[src/rtl/uart_pkg.sv]
// uart_pkg: constants shared by the UART transmit-side blocks.
//   UART_DBIT          default frame data width
//   ST_IDLE..ST_DONE   2-bit encoding of the transmit arbiter FSM
package uart_pkg;

  localparam int UART_DBIT = 8;

  localparam logic [1:0] ST_IDLE = 2'd0;
  localparam logic [1:0] ST_LOAD = 2'd1;
  localparam logic [1:0] ST_WAIT = 2'd2;
  localparam logic [1:0] ST_DONE = 2'd3;

endpackage

[src/rtl/uart_tx_arbiter_if.sv]
// uart_tx_arbiter_if: bundle between NREQ requesters, the transmit arbiter
// and the uart_tx serializer.
//   req/din            requester levels and their bytes (din slice i = requester i)
//   grant/done         one-hot completion handshakes back to requesters
//   owner/busy         current/last winner and transfer-in-progress flag
//   tx_start/tx_din    serializer kick and held frame data
//   tx_done_tick       serializer end-of-stop-bit pulse
// slave = arbiter side, master = client/serializer side.
interface uart_tx_arbiter_if
  import uart_pkg::*;
#(
  parameter int DBIT = UART_DBIT,
  parameter int NREQ = 4,
  parameter int IDW  = 2
) ();

  logic [NREQ-1:0]      req;
  logic [NREQ*DBIT-1:0] din;
  logic [NREQ-1:0]      grant;
  logic [NREQ-1:0]      done;
  logic [IDW-1:0]       owner;
  logic                 busy;
  logic                 tx_start;
  logic [DBIT-1:0]      tx_din;
  logic                 tx_done_tick;

  modport slave (
    input  req, din, tx_done_tick,
    output grant, done, owner, busy, tx_start, tx_din
  );

  modport master (
    output req, din, tx_done_tick,
    input  grant, done, owner, busy, tx_start, tx_din
  );

endinterface

[src/rtl/uart_tx_arbiter_rr_pick.sv]
// rr_pick: combinational round-robin selector.
//   req  in   NREQ  request vector
//   ptr  in   IDW   highest-priority index (must be < NREQ)
//   any  out  1     at least one request present
//   idx  out  IDW   first requester at or above ptr, wrapping modulo NREQ
// The request vector is doubled and shifted down by ptr so a plain
// lowest-bit priority encode yields the offset from ptr; wrapping then needs
// only one conditional subtract, which also works for non-power-of-2 NREQ.
module rr_pick #(
  parameter int NREQ = 4,
  parameter int IDW  = 2
) (
  input  logic [NREQ-1:0] req,
  input  logic [IDW-1:0]  ptr,
  output logic            any,
  output logic [IDW-1:0]  idx
);

  logic [2*NREQ-1:0] dbl;
  logic [NREQ-1:0]   rot;
  logic [IDW:0]      off;
  logic [IDW:0]      sum;

  always_comb begin
    dbl = {req, req} >> ptr;
    rot = dbl[NREQ-1:0];
    any = |req;
    off = '0;
    // Descending scan so the lowest set bit wins.
    for (int i = NREQ - 1; i >= 0; i--) begin
      if (rot[i]) off = (IDW+1)'(i);
    end
    sum = {1'b0, ptr} + off;
    if (sum >= (IDW+1)'(NREQ)) sum = sum - (IDW+1)'(NREQ);
    idx = sum[IDW-1:0];
  end

endmodule

[src/rtl/uart_tx_arbiter.sv]
// uart_tx_arbiter: shares one uart_tx serializer among NREQ requesters.
//   clk      in   system clock
//   reset_n  in   asynchronous active-low reset
//   bus      slave side of uart_tx_arbiter_if (requests, grants, serializer link)
// IDLE picks a winner round-robin and latches its byte, LOAD pulses
// grant/tx_start, WAIT holds until tx_done_tick, DONE pulses done and moves
// the pointer past the winner. Every output is a flop or a decode of the
// state/owner flops, so req never reaches an output combinationally.
module uart_tx_arbiter
  import uart_pkg::*;
#(
  parameter int DBIT = UART_DBIT,
  parameter int NREQ = 4,
  parameter int IDW  = 2
) (
  input  logic             clk,
  input  logic             reset_n,
  uart_tx_arbiter_if.slave bus
);

  logic [1:0]      state_q, state_d;
  logic [IDW-1:0]  ptr_q,   ptr_d;
  logic [IDW-1:0]  owner_q, owner_d;
  logic [DBIT-1:0] tx_din_q, tx_din_d;

  logic            pick_any;
  logic [IDW-1:0]  pick_idx;
  logic [NREQ-1:0] owner_oh;

  rr_pick #(.NREQ(NREQ), .IDW(IDW)) u_pick (
    .req (bus.req),
    .ptr (ptr_q),
    .any (pick_any),
    .idx (pick_idx)
  );

  always_comb begin
    state_d  = state_q;
    ptr_d    = ptr_q;
    owner_d  = owner_q;
    tx_din_d = tx_din_q;
    case (state_q)
      ST_IDLE: begin
        if (pick_any) begin
          state_d  = ST_LOAD;
          owner_d  = pick_idx;
          tx_din_d = bus.din[pick_idx*DBIT +: DBIT];
        end
      end
      ST_LOAD: state_d = ST_WAIT;
      // Ticks outside WAIT are spurious and fall through untouched.
      ST_WAIT: if (bus.tx_done_tick) state_d = ST_DONE;
      ST_DONE: begin
        state_d = ST_IDLE;
        ptr_d   = (owner_q == IDW'(NREQ - 1)) ? '0 : owner_q + 1'b1;
      end
      default: state_d = ST_IDLE;
    endcase
  end

  always_ff @(posedge clk or negedge reset_n) begin
    if (!reset_n) begin
      state_q  <= ST_IDLE;
      ptr_q    <= '0;
      owner_q  <= '0;
      tx_din_q <= '0;
    end else begin
      state_q  <= state_d;
      ptr_q    <= ptr_d;
      owner_q  <= owner_d;
      tx_din_q <= tx_din_d;
    end
  end

  assign owner_oh     = NREQ'(1) << owner_q;
  assign bus.grant    = (state_q == ST_LOAD) ? owner_oh : '0;
  assign bus.done     = (state_q == ST_DONE) ? owner_oh : '0;
  assign bus.tx_start = (state_q == ST_LOAD);
  assign bus.busy     = (state_q != ST_IDLE);
  assign bus.owner    = owner_q;
  assign bus.tx_din   = tx_din_q;

endmodule

[src/flat_wrapper.sv]
// flat-port wrapper written by rule: the top's interface ports become plain ports
module uart_tx_arbiter_flat import uart_pkg::*;
#(
  parameter int DBIT = UART_DBIT,
  parameter int NREQ = 4,
  parameter int IDW  = 2
)
  (clk, reset_n, bus_req, bus_din, bus_tx_done_tick, bus_grant, bus_done, bus_owner, bus_busy, bus_tx_start, bus_tx_din);
  uart_tx_arbiter_if #(.DBIT(DBIT), .NREQ(NREQ), .IDW(IDW)) bus_i ();
  input  logic clk;
  input  logic reset_n;
  input wire logic [$bits(bus_i.req)-1:0] bus_req;
  input wire logic [$bits(bus_i.din)-1:0] bus_din;
  input wire logic [$bits(bus_i.tx_done_tick)-1:0] bus_tx_done_tick;
  output wire logic [$bits(bus_i.grant)-1:0] bus_grant;
  output wire logic [$bits(bus_i.done)-1:0] bus_done;
  output wire logic [$bits(bus_i.owner)-1:0] bus_owner;
  output wire logic [$bits(bus_i.busy)-1:0] bus_busy;
  output wire logic [$bits(bus_i.tx_start)-1:0] bus_tx_start;
  output wire logic [$bits(bus_i.tx_din)-1:0] bus_tx_din;
  assign bus_i.req = bus_req;
  assign bus_i.din = bus_din;
  assign bus_i.tx_done_tick = bus_tx_done_tick;
  assign bus_grant = bus_i.grant;
  assign bus_done = bus_i.done;
  assign bus_owner = bus_i.owner;
  assign bus_busy = bus_i.busy;
  assign bus_tx_start = bus_i.tx_start;
  assign bus_tx_din = bus_i.tx_din;
  uart_tx_arbiter #(.DBIT(DBIT), .NREQ(NREQ), .IDW(IDW)) u_core (.clk(clk), .reset_n(reset_n), .bus(bus_i));
endmodule
[config.mk]
export PLATFORM = sky130hd
export DESIGN_NAME = uart_tx_arbiter_flat
export DESIGN_NICKNAME = d
export VERILOG_FILES = /design/src/rtl/uart_pkg.sv /design/src/rtl/uart_tx_arbiter_if.sv /design/src/rtl/uart_tx_arbiter_rr_pick.sv /design/src/rtl/uart_tx_arbiter.sv /design/src/flat_wrapper.sv
export SDC_FILE = /design/constraint.sdc
export NUM_CORES = 1
export LEC_CHECK = 0
export BUFFER_PORTS_ARGS = -buffer_cell sky130_fd_sc_hd__buf_4
export CORE_ASPECT_RATIO = 1.75
export CORE_MARGIN = 3
export CORE_UTILIZATION = 49
export DETAILED_ROUTE_END_ITERATION = 6
export GPL_TIMING_DRIVEN = 0
export PLACE_DENSITY = 0.83
export SLEW_MARGIN = 0
export SYNTH_ARGS = -nofsm -noshare
export SYNTH_HDL_FRONTEND = slang
export SYNTH_SLANG_ARGS = --single-unit
[constraint.sdc]
create_clock -name clk -period 4.3 [get_ports clk]
set_input_delay 1.075 -clock clk [delete_from_list [all_inputs] [get_ports clk]]
set_output_delay 1.075 -clock clk [all_outputs]
set_load 0.005 [all_outputs]
==> summary by stage <==
Outcome
The run finished with clean final reports.

Finish
The net count reported at finish is 233. The combined flip-flop and latch cell area is 350 um^2. The leading cell type in the layout, fill and taps excluded is sky130_fd_sc_hd__buf_4.

The count of fill cells added during filler insertion is 177. The finished cells cover 0.00166 mm^2. The number of antenna repair diodes is 0. The area of combinational cells with multiple inputs is 746 um^2. The layout overhead on the synthesized area is 41.6%. The ratio of cells with drive above 1 in the final layout is 39.3%. In the layout the commonest cells are sky130_fd_sc_hd__buf_4, sky130_fd_sc_hd__mux2i_1, sky130_fd_sc_hd__dfrtp_1.

STA
Setup violations remaining at the end of the flow were counted as 0. The fmax is 306 MHz. In the final timing run, aggregate negative setup slack is 0 ns. Dividing the final minimum period by the clock period gives 76.1%. The max-slew headroom at the worst pin is 58.9%. Setup repair after global routing left no endpoint under its margin. The slew at the pin closest to its max-slew limit is 0.616 ns. The clock period minus worst slack is 3.27 ns.

The total count of max-transition violations in the final report is 0. The final hold slack is 0.533 ns. The worst clock skew is 0.00566 ns. Setup slack closes at 1.03 ns. The hold violation count in the final report was 0.

GRT
The global-route wire length before repair is 5.52 mm. Entering global routing, the biggest net connects 15 pins. The initial antenna violation count is 0. The via count of the first global-routing pass is 1274. The all-layer global routing usage is 22.8%. Summed over all layers, the global routing overflow is 0.

Floorplan
The area of the core region is 0.00217 mm^2. Once the floorplan was initialized, standard cells occupied 54.0% of the core. Pin placement for this block handled 59 I/O pins. The floorplan step defined a die boundary enclosing 0.00304 mm^2. The number of placement rows is 22.

Measured along the x axis, the die boundary spans 43.0 um. In this run the vertical extent of the chip is 70.7 um.

Routing
The routed wire length is 3.24 mm. The first detailed-routing pass took 4 iterations. The mean routed wirelength per cell is 15.6 um.

The first routing iteration left 23 violations. In this run the remaining antenna-violating nets after routing total 0. The remaining routing DRC violations is 0. Detailed routing inserted a total of 1204 vias.

The average via count per standard cell is 5.82.

Power and ir drop
Dividing total power by cell area gives a power density of 724 mW/mm^2. The maximum vdd drop is 0.462 mV. In this run the static leakage power is 0.847 nW.

Clock tree
The TritonCTS clock tree is built. In this run the deepest clock path goes through 2 buffers. The number of setup buffers added after CTS is 0. The number of hold-repair buffers added at the cts stage is 0.

The post-cts sizing count is 0. The maximum level of the CTS H-tree is 1. The insertion delay of the later-clocked pin in the worst-skew pair is 0.29 ns. Clock-pin slew was measured on the worst setup and hold paths at 0.09 ns.

The tree built by TritonCTS fans out to 14 sinks. The tree is rooted in a sky130_fd_sc_hd__clkbuf_4. Buffers inserted during clock tree synthesis total 3.

Place
The setup slack after placement is 0.692 ns. The half-perimeter wire length after placement is 2.73 mm. The congestion estimate from routability-driven global placement came to 0.831.

Input and output buffers added on the ports amount to 58. The placed instances occupy a cell area of 0.00164 mm^2.

Worst setup path
The worst setup path is of the input pin to register kind. The number of buffers and inverters on the critical path is 4. Data on the critical path is required at its endpoint by 4.48 ns. The kind of capture point of the worst setup path is a register. In this design, the stage delay of the slowest critical-path cell is 0.52 ns. Walking the worst path, the cells encountered are buf_4 -> inv_1 -> o21ai_0 -> a21oi_1 -> o31a_1 -> ha_1 -> buf_2 -> buf_1 -> mux2i_1 -> nor2_1 -> a221o_1. The biggest fanout along the worst timing path is 10.

The family with the most delay on the worst path is buffers and inverters. For the worst setup path, the data arrival time is 3.45 ns. The worst setup path is launched from an input pin.

The cell type of the slowest stage on the worst timing path is sky130_fd_sc_hd__buf_1. Setup slack on the worst reg-to-reg path comes out at 1.49 ns.

Yosys
The Yosys step of the flow raised 0 warnings. The number of synthesized register bits is 14. In the post-synthesis netlist, the biggest area contributors are sky130_fd_sc_hd__dfrtp_1, sky130_fd_sc_hd__mux2i_1, sky130_fd_sc_hd__ha_1. Yosys mapped a number of flops with a built-in enable equal to 0. The cell count after synthesis came out at 122. The fraction of post-synthesis cell area in the top cell type by area is 29.9%. The average size of a mapped cell is 9.62 um^2. After synthesis, the largest family of logic cells by area is simple AND/OR/NAND/NOR gates.

The number of nets produced by synthesis is 170. The fraction of the mapped netlist area in adder cells is 9.59%. In the synthesized netlist the dominant register cell turns out to be sky130_fd_sc_hd__dfrtp_1. The share of the synthesized area in compound gates (AO/OA/AOI/OAI) is 14.8%. The area of the mapped netlist is 0.00117 mm^2. The fraction of the mapped netlist area in simple logic gates is 21.9%. The share of async-settable or async-resettable flops after synthesis is 100%. The part of the Yosys area used for sequential elements is 29.9%.

The fraction of synthesized area in multiplexers is 16.5%. Of all cell types, the one taking the most synthesized area is sky130_fd_sc_hd__dfrtp_1. The netlist uses 34 different library cells. Of the total synthesized cell area, the portion taken by XOR and XNOR cells is 0.746%.

Flow run
Max-cap violations in this run came to 0.

Min path
The worst hold path belongs to the class register to register.
## state kept, by name (all words and copies together) (netlist names)
name               cells
u_core.bus.tx_din      8
u_core.bus.owner       2
u_core.ptr_q           2
u_core.state_q         2
## routing by layer
layer | global-route usage, % | part of all wire [%] | vias to the layer above
li1 | - | - | 571
met1 | 23.3 | 34 | 561
met2 | 43.0 | 57 | 62
met3 | 4.07 | 6.3 | 10
met4 | 10.1 | 2.5 | 0
met5 | 0 | 0 | -
## worst paths after layout
path,start,end,depth (start not counted)
hold / removal,u_core.bus.tx_din[1],u_core.bus.tx_din[1],1
setup reg to reg,u_core.ptr_q[1],u_core.bus.tx_din[7],10
setup / recovery,bus_req[0],u_core.bus.tx_din[7],11
max in group asynchronous,reset_n,u_core.ptr_q[1],1
hold reg to reg,u_core.bus.tx_din[1],u_core.bus.tx_din[1],1
min in group asynchronous,reset_n,u_core.bus.tx_din[5],1
## cell usage after synthesis, types with 2 or more instances
| master | count |
|---|---|
| sky130_fd_sc_hd__a221o_1 | 8 |
| sky130_fd_sc_hd__ha_1 | 9 |
| sky130_fd_sc_hd__buf_2 | 2 |
| sky130_fd_sc_hd__nor2b_1 | 2 |
| sky130_fd_sc_hd__nand2_1 | 4 |
| sky130_fd_sc_hd__dfrtp_1 | 14 |
| sky130_fd_sc_hd__mux2i_1 | 16 |
| sky130_fd_sc_hd__a21oi_1 | 2 |
| sky130_fd_sc_hd__buf_6 | 3 |
| sky130_fd_sc_hd__clkbuf_1 | 2 |
| sky130_fd_sc_hd__and3b_1 | 2 |
| sky130_fd_sc_hd__inv_1 | 6 |
| sky130_fd_sc_hd__mux2_2 | 2 |
| sky130_fd_sc_hd__o21ai_0 | 2 |
| sky130_fd_sc_hd__nor2_1 | 11 |
| sky130_fd_sc_hd__o21ai_1 | 3 |
| sky130_fd_sc_hd__nor4_1 | 9 |
| sky130_fd_sc_hd__nor3b_1 | 2 |
| sky130_fd_sc_hd__and2_1 | 8 |
## through the flow
step / utilization (%) / cells / power (mW)
3_3_place_gp: 75.4 / 204 / 1.09
5_1_grt: 76.4 / 207 / 1.30
6_report: 76.4 / 207 / 1.20
2_1_floorplan: - / 122 / 0.851
4_1_cts: 76.4 / 207 / 1.21
3_5_place_dp: 75.4 / 204 / 1.13
## logic make-up after synthesis
| logic type | Yosys count |
|---|---|
| AOI/OAI and AO/OA | 21 |
| and+or+nand+nor | 44 |
| adders and majority gates | 9 |
| xor gates and xnor gates | 1 |
| buffers and inverters | 14 |
| muxes | 19 |
| DFF | 14 |
## power breakdown
group | internal (mW) | switching [mW]
combinational | 0.450 | 0.410
clock | 0.0326 | 0.0441
sequential | 0.202 | 0.0636
total | 0.685 | 0.517
## area by class of cell
cell class                 instances  area share (%)
multi-input combinational         94            44.9
timing repair buffer              58            26.2
sequential                        14            21.1
buffer                             8            3.31
tap                               24            1.81
clock buffer                       3            1.36
inverter                           6            1.36
No activity file was read; power rests on OpenSTA's default activity.
